### src/rtl/alu_seq_pkg.sv
// rtl/alu_seq_pkg.sv - opcode/state types and opcode legality helper for the ALU sequencer
package alu_seq_pkg;

    typedef enum logic [3:0] {
        OP_ADD    = 4'b0000,
        OP_SUB    = 4'b0001,
        OP_NOT    = 4'b0010,
        OP_AND    = 4'b0011,
        OP_OR     = 4'b0100,
        OP_XOR    = 4'b0101,
        OP_ASHL   = 4'b0110,
        OP_LSHL   = 4'b0111,
        OP_ASHR   = 4'b1000,
        OP_RSHIFT = 4'b1001,
        OP_LDI    = 4'b1111
    } opcode_t;

    typedef enum logic [1:0] {
        IDLE    = 2'd0,
        ISSUE   = 2'd1,
        CAPTURE = 2'd2
    } state_t;

    // 1010..1110 are the only holes in the opcode map.
    function automatic logic is_legal_op(input logic [3:0] op);
        return (op <= 4'b1001) || (op == 4'b1111);
    endfunction

endpackage

### src/rtl/alu_sequencer_if.sv
// rtl/alu_sequencer_if.sv - instruction handshake and ALU operand/result bundle
interface alu_sequencer_if #(parameter int width = 4);

    logic             instr_valid;
    logic             instr_ready;
    logic [3:0]       instr_op;
    logic [1:0]       instr_rd;
    logic [1:0]       instr_ra;
    logic [1:0]       instr_rb;
    logic [width-1:0] instr_imm;
    logic [width-1:0] alu_a;
    logic [width-1:0] alu_b;
    logic [3:0]       alu_sel;
    logic [width-1:0] alu_result;
    logic             alu_cout;
    logic             alu_negative;
    logic             alu_zero;

    // master: fetch/decode plus the ALU it feeds; slave: the sequencer itself
    modport master (
        output instr_valid, instr_op, instr_rd, instr_ra, instr_rb, instr_imm,
        input  instr_ready,
        input  alu_a, alu_b, alu_sel,
        output alu_result, alu_cout, alu_negative, alu_zero
    );

    modport slave (
        input  instr_valid, instr_op, instr_rd, instr_ra, instr_rb, instr_imm,
        output instr_ready,
        output alu_a, alu_b, alu_sel,
        input  alu_result, alu_cout, alu_negative, alu_zero
    );

endinterface

### src/rtl/alu_seq_regfile.sv
// rtl/alu_seq_regfile.sv - 4-entry register file, one write port, three combinational reads
module alu_seq_regfile #(
    parameter int width = 4
) (
    input  logic             clk,
    input  logic             rst,
    input  logic             we,
    input  logic [1:0]       wa,
    input  logic [width-1:0] wd,
    input  logic [1:0]       ra_addr,
    output logic [width-1:0] ra_data,
    input  logic [1:0]       rb_addr,
    output logic [width-1:0] rb_data,
    input  logic [1:0]       dbg_addr,
    output logic [width-1:0] dbg_data
);

    logic [width-1:0] regs [4];

    always_ff @(posedge clk or posedge rst) begin
        if (rst) begin
            for (int i = 0; i < 4; i++) begin
                regs[i] <= '0;
            end
        end else if (we) begin
            regs[wa] <= wd;
        end
    end

    assign ra_data  = regs[ra_addr];
    assign rb_data  = regs[rb_addr];
    assign dbg_data = regs[dbg_addr];

endmodule

### src/rtl/alu_sequencer.sv
// rtl/alu_sequencer.sv - multi-cycle initiator: regfile operands to ALU, result/flags writeback
module alu_sequencer
    import alu_seq_pkg::*;
#(
    parameter int width = 4
) (
    input  logic             clk,
    input  logic             rst,
    alu_sequencer_if.slave   bus,
    output logic             flag_c,
    output logic             flag_n,
    output logic             flag_z,
    output logic             done,
    output logic             err,
    input  logic [1:0]       dbg_addr,
    output logic [width-1:0] dbg_data
);

    state_t           state, state_nxt;
    logic [3:0]       op_q;
    logic [1:0]       rd_q;
    logic [width-1:0] imm_q;
    logic [width-1:0] alu_a_q, alu_b_q;
    logic [3:0]       alu_sel_q;
    logic [width-1:0] rf_a, rf_b, rf_wd;

    logic accept, legal, is_ldi;
    logic ready_c, issue_load, cap_load, rf_we, flag_we, done_nxt, err_nxt;

    assign legal  = is_legal_op(bus.instr_op);
    assign is_ldi = (bus.instr_op == OP_LDI);
    assign accept = bus.instr_valid && ready_c;

    always_ff @(posedge clk or posedge rst) begin
        if (rst) begin
            state <= IDLE;
        end else begin
            state <= state_nxt;
        end
    end

    // Illegal opcodes never leave IDLE, so the next instruction can follow at once.
    always_comb begin
        state_nxt = state;
        case (state)
            IDLE:    if (accept && legal) state_nxt = is_ldi ? CAPTURE : ISSUE;
            ISSUE:   state_nxt = CAPTURE;
            CAPTURE: state_nxt = IDLE;
            default: state_nxt = IDLE;
        endcase
    end

    always_comb begin
        ready_c    = (state == IDLE);
        cap_load   = accept && legal;
        issue_load = accept && legal && !is_ldi;
        rf_we      = (state == CAPTURE);
        rf_wd      = (op_q == OP_LDI) ? imm_q : bus.alu_result;
        flag_we    = (state == CAPTURE) && (op_q != OP_LDI);
        done_nxt   = (state == CAPTURE);
        err_nxt    = accept && !legal;
    end

    // Operands are latched on the accept edge so the ALU sees them throughout ISSUE.
    always_ff @(posedge clk or posedge rst) begin
        if (rst) begin
            op_q      <= '0;
            rd_q      <= '0;
            imm_q     <= '0;
            alu_a_q   <= '0;
            alu_b_q   <= '0;
            alu_sel_q <= '0;
            flag_c    <= 1'b0;
            flag_n    <= 1'b0;
            flag_z    <= 1'b0;
            done      <= 1'b0;
            err       <= 1'b0;
        end else begin
            if (cap_load) begin
                op_q  <= bus.instr_op;
                rd_q  <= bus.instr_rd;
                imm_q <= bus.instr_imm;
            end
            if (issue_load) begin
                alu_a_q   <= rf_a;
                alu_b_q   <= rf_b;
                alu_sel_q <= bus.instr_op;
            end
            if (flag_we) begin
                flag_c <= bus.alu_cout;
                flag_n <= bus.alu_negative;
                flag_z <= bus.alu_zero;
            end
            done <= done_nxt;
            err  <= err_nxt;
        end
    end

    assign bus.instr_ready = ready_c;
    assign bus.alu_a       = alu_a_q;
    assign bus.alu_b       = alu_b_q;
    assign bus.alu_sel     = alu_sel_q;

    alu_seq_regfile #(.width(width)) u_regfile (
        .clk      (clk),
        .rst      (rst),
        .we       (rf_we),
        .wa       (rd_q),
        .wd       (rf_wd),
        .ra_addr  (bus.instr_ra),
        .ra_data  (rf_a),
        .rb_addr  (bus.instr_rb),
        .rb_data  (rf_b),
        .dbg_addr (dbg_addr),
        .dbg_data (dbg_data)
    );

endmodule

### src/flat_wrapper.sv
// flat-port wrapper written by rule: the top's interface ports become plain ports
module alu_sequencer_flat import alu_seq_pkg::*;
#(
    parameter int width = 4
)
  (clk, rst, flag_c, flag_n, flag_z, done, err, dbg_addr, dbg_data, bus_instr_valid, bus_instr_op, bus_instr_rd, bus_instr_ra, bus_instr_rb, bus_instr_imm, bus_instr_ready, bus_alu_a, bus_alu_b, bus_alu_sel, bus_alu_result, bus_alu_cout, bus_alu_negative, bus_alu_zero);
  alu_sequencer_if #(.width(width)) bus_i ();
  input  logic clk;
  input  logic rst;
  output logic flag_c;
  output logic flag_n;
  output logic flag_z;
  output logic done;
  output logic err;
  input  logic [1:0] dbg_addr;
  output logic [width-1:0] dbg_data;
  input wire logic [$bits(bus_i.instr_valid)-1:0] bus_instr_valid;
  input wire logic [$bits(bus_i.instr_op)-1:0] bus_instr_op;
  input wire logic [$bits(bus_i.instr_rd)-1:0] bus_instr_rd;
  input wire logic [$bits(bus_i.instr_ra)-1:0] bus_instr_ra;
  input wire logic [$bits(bus_i.instr_rb)-1:0] bus_instr_rb;
  input wire logic [$bits(bus_i.instr_imm)-1:0] bus_instr_imm;
  output wire logic [$bits(bus_i.instr_ready)-1:0] bus_instr_ready;
  output wire logic [$bits(bus_i.alu_a)-1:0] bus_alu_a;
  output wire logic [$bits(bus_i.alu_b)-1:0] bus_alu_b;
  output wire logic [$bits(bus_i.alu_sel)-1:0] bus_alu_sel;
  input wire logic [$bits(bus_i.alu_result)-1:0] bus_alu_result;
  input wire logic [$bits(bus_i.alu_cout)-1:0] bus_alu_cout;
  input wire logic [$bits(bus_i.alu_negative)-1:0] bus_alu_negative;
  input wire logic [$bits(bus_i.alu_zero)-1:0] bus_alu_zero;
  assign bus_i.instr_valid = bus_instr_valid;
  assign bus_i.instr_op = bus_instr_op;
  assign bus_i.instr_rd = bus_instr_rd;
  assign bus_i.instr_ra = bus_instr_ra;
  assign bus_i.instr_rb = bus_instr_rb;
  assign bus_i.instr_imm = bus_instr_imm;
  assign bus_instr_ready = bus_i.instr_ready;
  assign bus_alu_a = bus_i.alu_a;
  assign bus_alu_b = bus_i.alu_b;
  assign bus_alu_sel = bus_i.alu_sel;
  assign bus_i.alu_result = bus_alu_result;
  assign bus_i.alu_cout = bus_alu_cout;
  assign bus_i.alu_negative = bus_alu_negative;
  assign bus_i.alu_zero = bus_alu_zero;
  alu_sequencer #(.width(width)) u_core (.clk(clk), .rst(rst), .bus(bus_i), .flag_c(flag_c), .flag_n(flag_n), .flag_z(flag_z), .done(done), .err(err), .dbg_addr(dbg_addr), .dbg_data(dbg_data));
endmodule
### config.mk
export PLATFORM = sky130hd
export DESIGN_NAME = alu_sequencer_flat
export DESIGN_NICKNAME = d
export VERILOG_FILES = /design/src/rtl/alu_seq_pkg.sv /design/src/rtl/alu_sequencer_if.sv /design/src/rtl/alu_seq_regfile.sv /design/src/rtl/alu_sequencer.sv /design/src/flat_wrapper.sv
export SDC_FILE = /design/constraint.sdc
export NUM_CORES = 1
export LEC_CHECK = 0
export ABC_AREA = 1
export CORE_ASPECT_RATIO = 1.2
export CORE_UTILIZATION = 43
export CTS_BUF_LIST = sky130_fd_sc_hd__clkbuf_4 sky130_fd_sc_hd__clkbuf_8
export DETAILED_ROUTE_END_ITERATION = 10
export GPL_TIMING_DRIVEN = 0
export PLACE_DENSITY_LB_ADDON = 0.1
export SETUP_SLACK_MARGIN = 0.1
export SLEW_MARGIN = 15
export SYNTH_ARGS = -nofsm -noshare
export SYNTH_HDL_FRONTEND = slang
export SYNTH_HIERARCHICAL = 1
export SYNTH_SLANG_ARGS = --single-unit
### constraint.sdc
create_clock -name clk -period 1.3 [get_ports clk]
set_input_delay 0.13 -clock clk [delete_from_list [all_inputs] [get_ports clk]]
set_output_delay 0.13 -clock clk [all_outputs]
set_load 0.03 [all_outputs]
==> flow_metrics.env, run 1 <==
export IMPL_hold_start="bus_instr_op[3]"
export IMPL_grt_use_total_pct=23.0
export IMPL_cap_violations=0
export IMPL_synth_area_leaders="dfrtp_1 (47%), nand2_1 (23%), nand3_1 (7.9%)"
export IMPL_slew_headroom_pct=59.7
export IMPL_synth_seq_cells=45
export IMPL_core_area_um2=5330
export IMPL_synth_nets=357
export IMPL_gp_congestion=0.808
export IMPL_finalCritPeriodShare_pct=98.8
export IMPL_final_cell_mix="nand2_1 (118), dfrtp_1 (45), nand3_1 (38)"
export IMPL_dp_hpwl_um=4300
export IMPL_crit_arrival_ns=1.15
export IMPL_slew_viol_final=0
export IMPL_netlist_instances=331
export IMPL_cts_buffers=5
export IMPL_grt_pass1_vias=2389
export IMPL_num_vias=2470
export IMPL_run_status="finished, final reports clean"
export IMPL_setup_slack_ns=0.0153
export IMPL_rr_worst_depth=7
export IMPL_num_antenna_cells=0
export IMPL_synth_fa_ha_area_share_pct=0
export IMPL_worst_setup_path_start_kind="flop"
export IMPL_cts_tree="built"
export IMPL_viasPerCell=5.14
export IMPL_critPathMostFrequentCell="nand2_1"
export IMPL_ctsHoldBuffers=0
export IMPL_rows=29
export IMPL_cp_cell_sequence="inv_1 -> nand2_1 -> nand3_1 -> nand2_1 -> buf_2"
export IMPL_crit_slowest_cell="dfrtp_1"
export IMPL_path_max_fanout=3
export IMPL_htreeDepth=2
export IMPL_crit_required_ns=1.17
export IMPL_initial_core_util_pct=45.3
export IMPL_slowest_delay_ns=0.38
export IMPL_clkSinkCount=45
export IMPL_area_delta_synth_final_pct=43.2
export IMPL_leakage_uw=0.00187
export IMPL_synth_xor_area_share_pct=0
export IMPL_critPathKind="reg2out"
export IMPL_yosys_warnings=6
export IMPL_max_freq_mhz=778
export IMPL_worstHoldPathCells=3
export IMPL_drive_above_1_share_pct=32.7
export IMPL_powerDensity_nw_per_um2=1770
export IMPL_finalCriticalPeriod_ns=1.28
export IMPL_gr_total_overflow=0
export IMPL_crit_family="flip-flops"
export IMPL_holdCritPathClass="in2reg"
export IMPL_route_detailed_drc=0
export IMPL_grt_first_pass_wirelength_um=11000
export IMPL_antenna_left=0
export IMPL_avgSynthCellArea_um2=7.30
export IMPL_path_buf_inv=2
export IMPL_antenna_found_initial=0
export IMPL_dr_pass1_iters=4
export IMPL_cts_root_buf="clkbuf_8"
export IMPL_setup_viol=0
export IMPL_reg2reg_to="u_core/bus.alu_b[2]$_DFFE_PP0P_"
export IMPL_ys_types=20
export IMPL_grt_max_degree=30
export IMPL_synth_simple_area_share_pct=41.4
export IMPL_ys_seq_area_share_pct=46.6
export IMPL_synth_compound_area_share_pct=2.07
export IMPL_endpoint_kind="output pin"
export IMPL_ir_worst_vdd_uv=865
export IMPL_reg2reg_from="u_core/state[1]$_DFFE_PP0P_"
export IMPL_muxShareOfSynthArea_pct=0
export IMPL_min_to="u_core/op_q[3]$_DFFE_PP0P_"
export IMPL_clock_latency_ns=0.29
export IMPL_yosysTopAreaCellShare_pct=46.6
export IMPL_synth_top_family_by_area="simple AND/OR/NAND/NOR gates"
export IMPL_final_common_cell="nand2_1"
export IMPL_drt_total_wl_um=6320
export IMPL_skew_ns=0.00681
export IMPL_clockBufferDepth=2
export IMPL_dieArea_um2=5920
export IMPL_synth_cell_area_um2=2420
export IMPL_clk_pin_slew_worst_paths_ns=0.08
export IMPL_die_h_um=84.1
export IMPL_port_buffers=44
export IMPL_wl_per_cell_um=13.1
export IMPL_dieWidth_um=70.4
export IMPL_reg2reg_slack_ns=0.05
export IMPL_post_place_ws_ns=-0.412
export IMPL_post_synth_top_area_cell="dfrtp_1"
export IMPL_hold_viol_final=0
export IMPL_first_iter_violations=135
export IMPL_ios=48
export IMPL_final_core_util_pct=64.9
export IMPL_whs_ns=0.195
export IMPL_tightest_slew_ns=0.603
export IMPL_rsz0062_at_grt="yes"
export IMPL_finish_net_count=444
metrics by stage:
stage | instances | instance area (um^2) | setup TNS [ns] | power [uW]
after floorplan | 331 | 2420 | 0 | 3670
after global placement | 437 | 2940 | -15.68 | 4500
after detailed placement | 437 | 2940 | -15.79 | 4540
after CTS | 471 | 3350 | -0.120 | 5970
after global routing | 481 | 3460 | -0.428 | 6560
final | 481 | 3460 | 0 | 6130
report_power, final:
| part | internal [uW] | switching, uW |
|---|---|---|
| clock network | 445 | 450 |
| registers | 1890 | 357 |
| logic | 1300 | 1690 |
worst max-delay path by stage:
stage,endpoint,start,cells past startpoint,slack (ns)
after global placement,dbg_data[2],dbg_addr[1],5,-0.42
after global routing,dbg_data[2],u_core/u_regfile/regs[10]$_DFFE_PP0P_,5,-0.05
after CTS,dbg_data[2],u_core/u_regfile/regs[10]$_DFFE_PP0P_,5,-0.12
final,dbg_data[2],u_core/u_regfile/regs[2]$_DFFE_PP0P_,5,0.02
after detailed placement,dbg_data[2],dbg_addr[1],5,-0.41
after floorplan,u_core/u_regfile/regs[10]$_DFFE_PP0P_,u_core/op_q[3]$_DFFE_PP0P_,5,0.09
kinds of logic after synthesis:
| group | count (synthesis) |
|---|---|
| AND/OR/NAND/NOR | 222 |
| buffers and inverters | 54 |
| flip-flops | 45 |
| AO/OA/AOI/OAI | 10 |
per-layer routing:
metal / up-vias / routed length [um] / share of wire (%) / global-route usage [%]
li1: 1228 / - / - / -
met1: 1159 / 2710 / 43 / 30.6
met2: 74 / 3160 / 50 / 37.0
met3: 9 / 320 / 5.1 / 4.47
met4: 0 / 126 / 2.0 / 8.73
met5: - / 0 / 0 / 0
area by class of cell:
class | count | area, um^2
repair buffers | 79 | 673
flip-flops and latches | 45 | 1130
inverters | 42 | 163
fillers | 490 | 1870
plain buffers | 12 | 104
clock buffers | 8 | 91.3
well taps | 62 | 77.6
multi-input cells | 233 | 1220
flip-flops by register name, summed over array words and instances, names as in the netlist:
name / cells
u_core/rd_q: 2
u_core/op_q: 4
u_core/state: 2
u_core/bus.alu_a: 4
u_core/flag_n: 1
u_core/flag_z: 1
u_core/done: 1
u_core/u_regfile/regs: 16
u_core/bus.alu_sel: 4
u_core/bus.alu_b: 4
u_core/imm_q: 4
u_core/flag_c: 1
u_core/err: 1
repair_timing:
item,CTS,global route
gates cloned,1,1
gates resized for setup,113,45
pin swaps,20,35
buffers inserted,25,9
endpoints found under the setup margin,49,58
synthesized netlist by cell type:
cell type and count:
dfrtp_1 45, o21ai_0 4, o21ai_1 5, nand3_1 38, buf_2 7, nand4_1 25, nor3_1 1, inv_4 2
nor2_4 1, clkbuf_1 1, a21oi_1 1, buf_6 2, nand2_2 4, buf_4 2, inv_1 37, nand3_2 4
nand2_1 145, inv_2 3, nand3_4 1, nor2_1 3
worst min-delay path, stage by stage:
cell and delay [ns]:
dlymetal6s2s_1 0.17, nand3_1 0.11, nand2_1 0.05
Note: power is estimated with default switching activity, not from simulation.
==> run 2: changes to the inputs <==
CORE_MARGIN = 2   (was default)
==> run 2 against run 1 <==
Compared with the run above: sequential share of layout area shrank 0.18 points; cell count shrank 0.21%; global-route usage shrank 0.94 points.
==> flow_metrics.env, run 2 (synthesized netlist as in run 1, its figures left out) <==
export IMPL_run_status="finished, final reports clean"
export IMPL_rr_worst_depth=6
export IMPL_area_delta_synth_final_pct=44.0
export IMPL_dieWidth_um=72.4
export IMPL_path_max_fanout=7
export IMPL_ios=48
export IMPL_grt_max_degree=30
export IMPL_max_freq_mhz=774
export IMPL_drt_total_wl_um=6360
export IMPL_antenna_found_initial=0
export IMPL_port_buffers=44
export IMPL_finalPower_uw=6230
export IMPL_dp_hpwl_um=4260
export IMPL_final_cell_mix="nand2_1 (124), dfrtp_1 (45), nand3_1 (36)"
export IMPL_fin_cells=480
export IMPL_crit_slowest_cell="dfrtp_1"
export IMPL_clock_latency_ns=0.30
export IMPL_rsz0062_at_grt="yes"
export IMPL_cts_tree="built"
export IMPL_final_common_cell="nand2_1"
export IMPL_crit_arrival_ns=1.54
export IMPL_wl_per_cell_um=13.3
export IMPL_crit_required_ns=1.54
export IMPL_crit_cells=6
export IMPL_finalCritPeriodShare_pct=99.4
export IMPL_cts_root_buf="clkbuf_8"
export IMPL_grt_use_total_pct=22.1
export IMPL_place_inst=437
export IMPL_num_vias=2418
export IMPL_cp_cell_sequence="nand4_1 -> clkbuf_8 -> buf_6 -> o21ai_4 -> nand4_1 -> nand2_1"
export IMPL_top_register="u_core/u_regfile/regs"
export IMPL_htreeDepth=2
export IMPL_core_area_um2=5370
export IMPL_antenna_left=0
export IMPL_endpoint_kind="flop"
export IMPL_multi_input_area_um2=1230
export IMPL_hold_viol_final=0
export IMPL_worst_setup_path_start_kind="flop"
export IMPL_ff_latch_area_um2=1130
export IMPL_clockBufferDepth=2
export IMPL_slowest_delay_ns=0.35
export IMPL_viasPerCell=5.04
export IMPL_leakage_uw=0.00189
export IMPL_largest_reg_flops=16
export IMPL_drive_above_1_share_pct=33.0
export IMPL_n_fill_cell=487
export IMPL_rows=29
export IMPL_initial_core_util_pct=45.0
export IMPL_finalCriticalPeriod_ns=1.29
export IMPL_cap_violations=0
export IMPL_slew_viol_final=0
export IMPL_final_core_util_pct=64.8
export IMPL_cts_buffers=5
export IMPL_critPathKind="reg2reg"
export IMPL_ir_worst_vdd_uv=838
export IMPL_clk_pin_slew_worst_paths_ns=0.08
export IMPL_skew_ns=0.00671
export IMPL_gr_total_overflow=0
export IMPL_slew_headroom_pct=56.4
export IMPL_die_h_um=86.1
export IMPL_clkSinkCount=45
export IMPL_crit_family="simple AND/OR/NAND/NOR gates"
export IMPL_route_detailed_drc=0
export IMPL_grt_pass1_vias=2312
export IMPL_powerDensity_nw_per_um2=1790
export IMPL_dieArea_um2=6240
export IMPL_path_buf_inv=2
export IMPL_critPathMostFrequentCell="nand4_1"
export IMPL_first_iter_violations=213
export IMPL_worstHoldPathCells=3
export IMPL_dr_pass1_iters=4
export IMPL_num_antenna_cells=0
export IMPL_setup_viol=0
export IMPL_holdCritPathClass="in2reg"
export IMPL_tightest_slew_ns=0.652
export IMPL_grt_first_pass_wirelength_um=10600
export IMPL_gp_congestion=0.890
export IMPL_finish_net_count=444
export IMPL_ctsHoldBuffers=0
run 2: changes by cell type in the layout (fill, tap and decap cells not counted), sizes merged:
cell	previous run	this run
bufinv	0	1
clkdlybuf4s15	6	5
clkbuf	18	17
buf	52	51
clkinv	0	1
run 2: timing repair:
item,in CTS,in global routing
resized for setup,117,47
pin swaps,24,21
buffers inserted,20,13
cloned,2,1
setup endpoints to repair,48,59
run 2: metal layers:
layer / vias up / share of wire, % / GRT usage (%)
met5: - / 0 / 0
met2: 64 / 48 / 32.9
met3: 13 / 4.4 / 4.35
met4: 0 / 2.9 / 10.9
li1: 1231 / - / -
met1: 1110 / 45 / 30.5
run 2: worst paths after layout:
path / start / end / slack, ns
setup / recovery: u_core/op_q[0]$_DFFE_PP0P_ / u_core/u_regfile/regs[8]$_DFFE_PP0P_ / 0.008
hold / removal: bus_instr_op[3] / u_core/op_q[3]$_DFFE_PP0P_ / 0.18
setup reg to reg: u_core/op_q[0]$_DFFE_PP0P_ / u_core/u_regfile/regs[8]$_DFFE_PP0P_ / 0.008
hold reg to reg: u_core/flag_z$_DFFE_PP0P_ / u_core/flag_z$_DFFE_PP0P_ / 0.48
max in group asynchronous: rst / u_core/bus.alu_sel[0]$_DFFE_PP0P_ / 0.61
min in group asynchronous: rst / u_core/u_regfile/regs[2]$_DFFE_PP0P_ / 0.24
run 2: report_power, final:
| group | internal, uW | leakage (uW) | total [uW] | switching [uW] |
|---|---|---|---|---|
| clock | 559 | 0.0000540 | 1030 | 472 |
| combinational | 1260 | 0.00128 | 2950 | 1690 |
| sequential | 1890 | 0.000554 | 2240 | 356 |
| total | 3710 | 0.00189 | 6230 | 2520 |
run 2: final cells by class:
class	count	area share, %
tap	62	2.23
inverter	42	4.68
buffer	12	2.95
clock inverter	2	1.01
clock buffer	5	1.98
timing repair buffer	79	19.5
sequential	45	32.4
multi-input combinational	233	35.3
run 2: per-stage QoR:
stage | area [um^2] | TNS (ns) | worst slack, ns | hold WS (ns)
2_1_floorplan | 2420 | 0 | 0.0912 | 0.0437
3_3_place_gp | 2940 | -17.52 | -0.420 | 0.412
3_5_place_dp | 2940 | -8.90 | -0.423 | 0.416
4_1_cts | 3340 | -0.139 | -0.139 | 0.266
5_1_grt | 3480 | -0.324 | -0.0400 | 0.182
6_report | 3480 | 0 | 0.00758 | 0.178
run 2: tightest hold or removal path, cell delays in order:
cell            delay (ns)
dlymetal6s2s_1        0.17
nand3_1               0.10
nand2_1               0.05
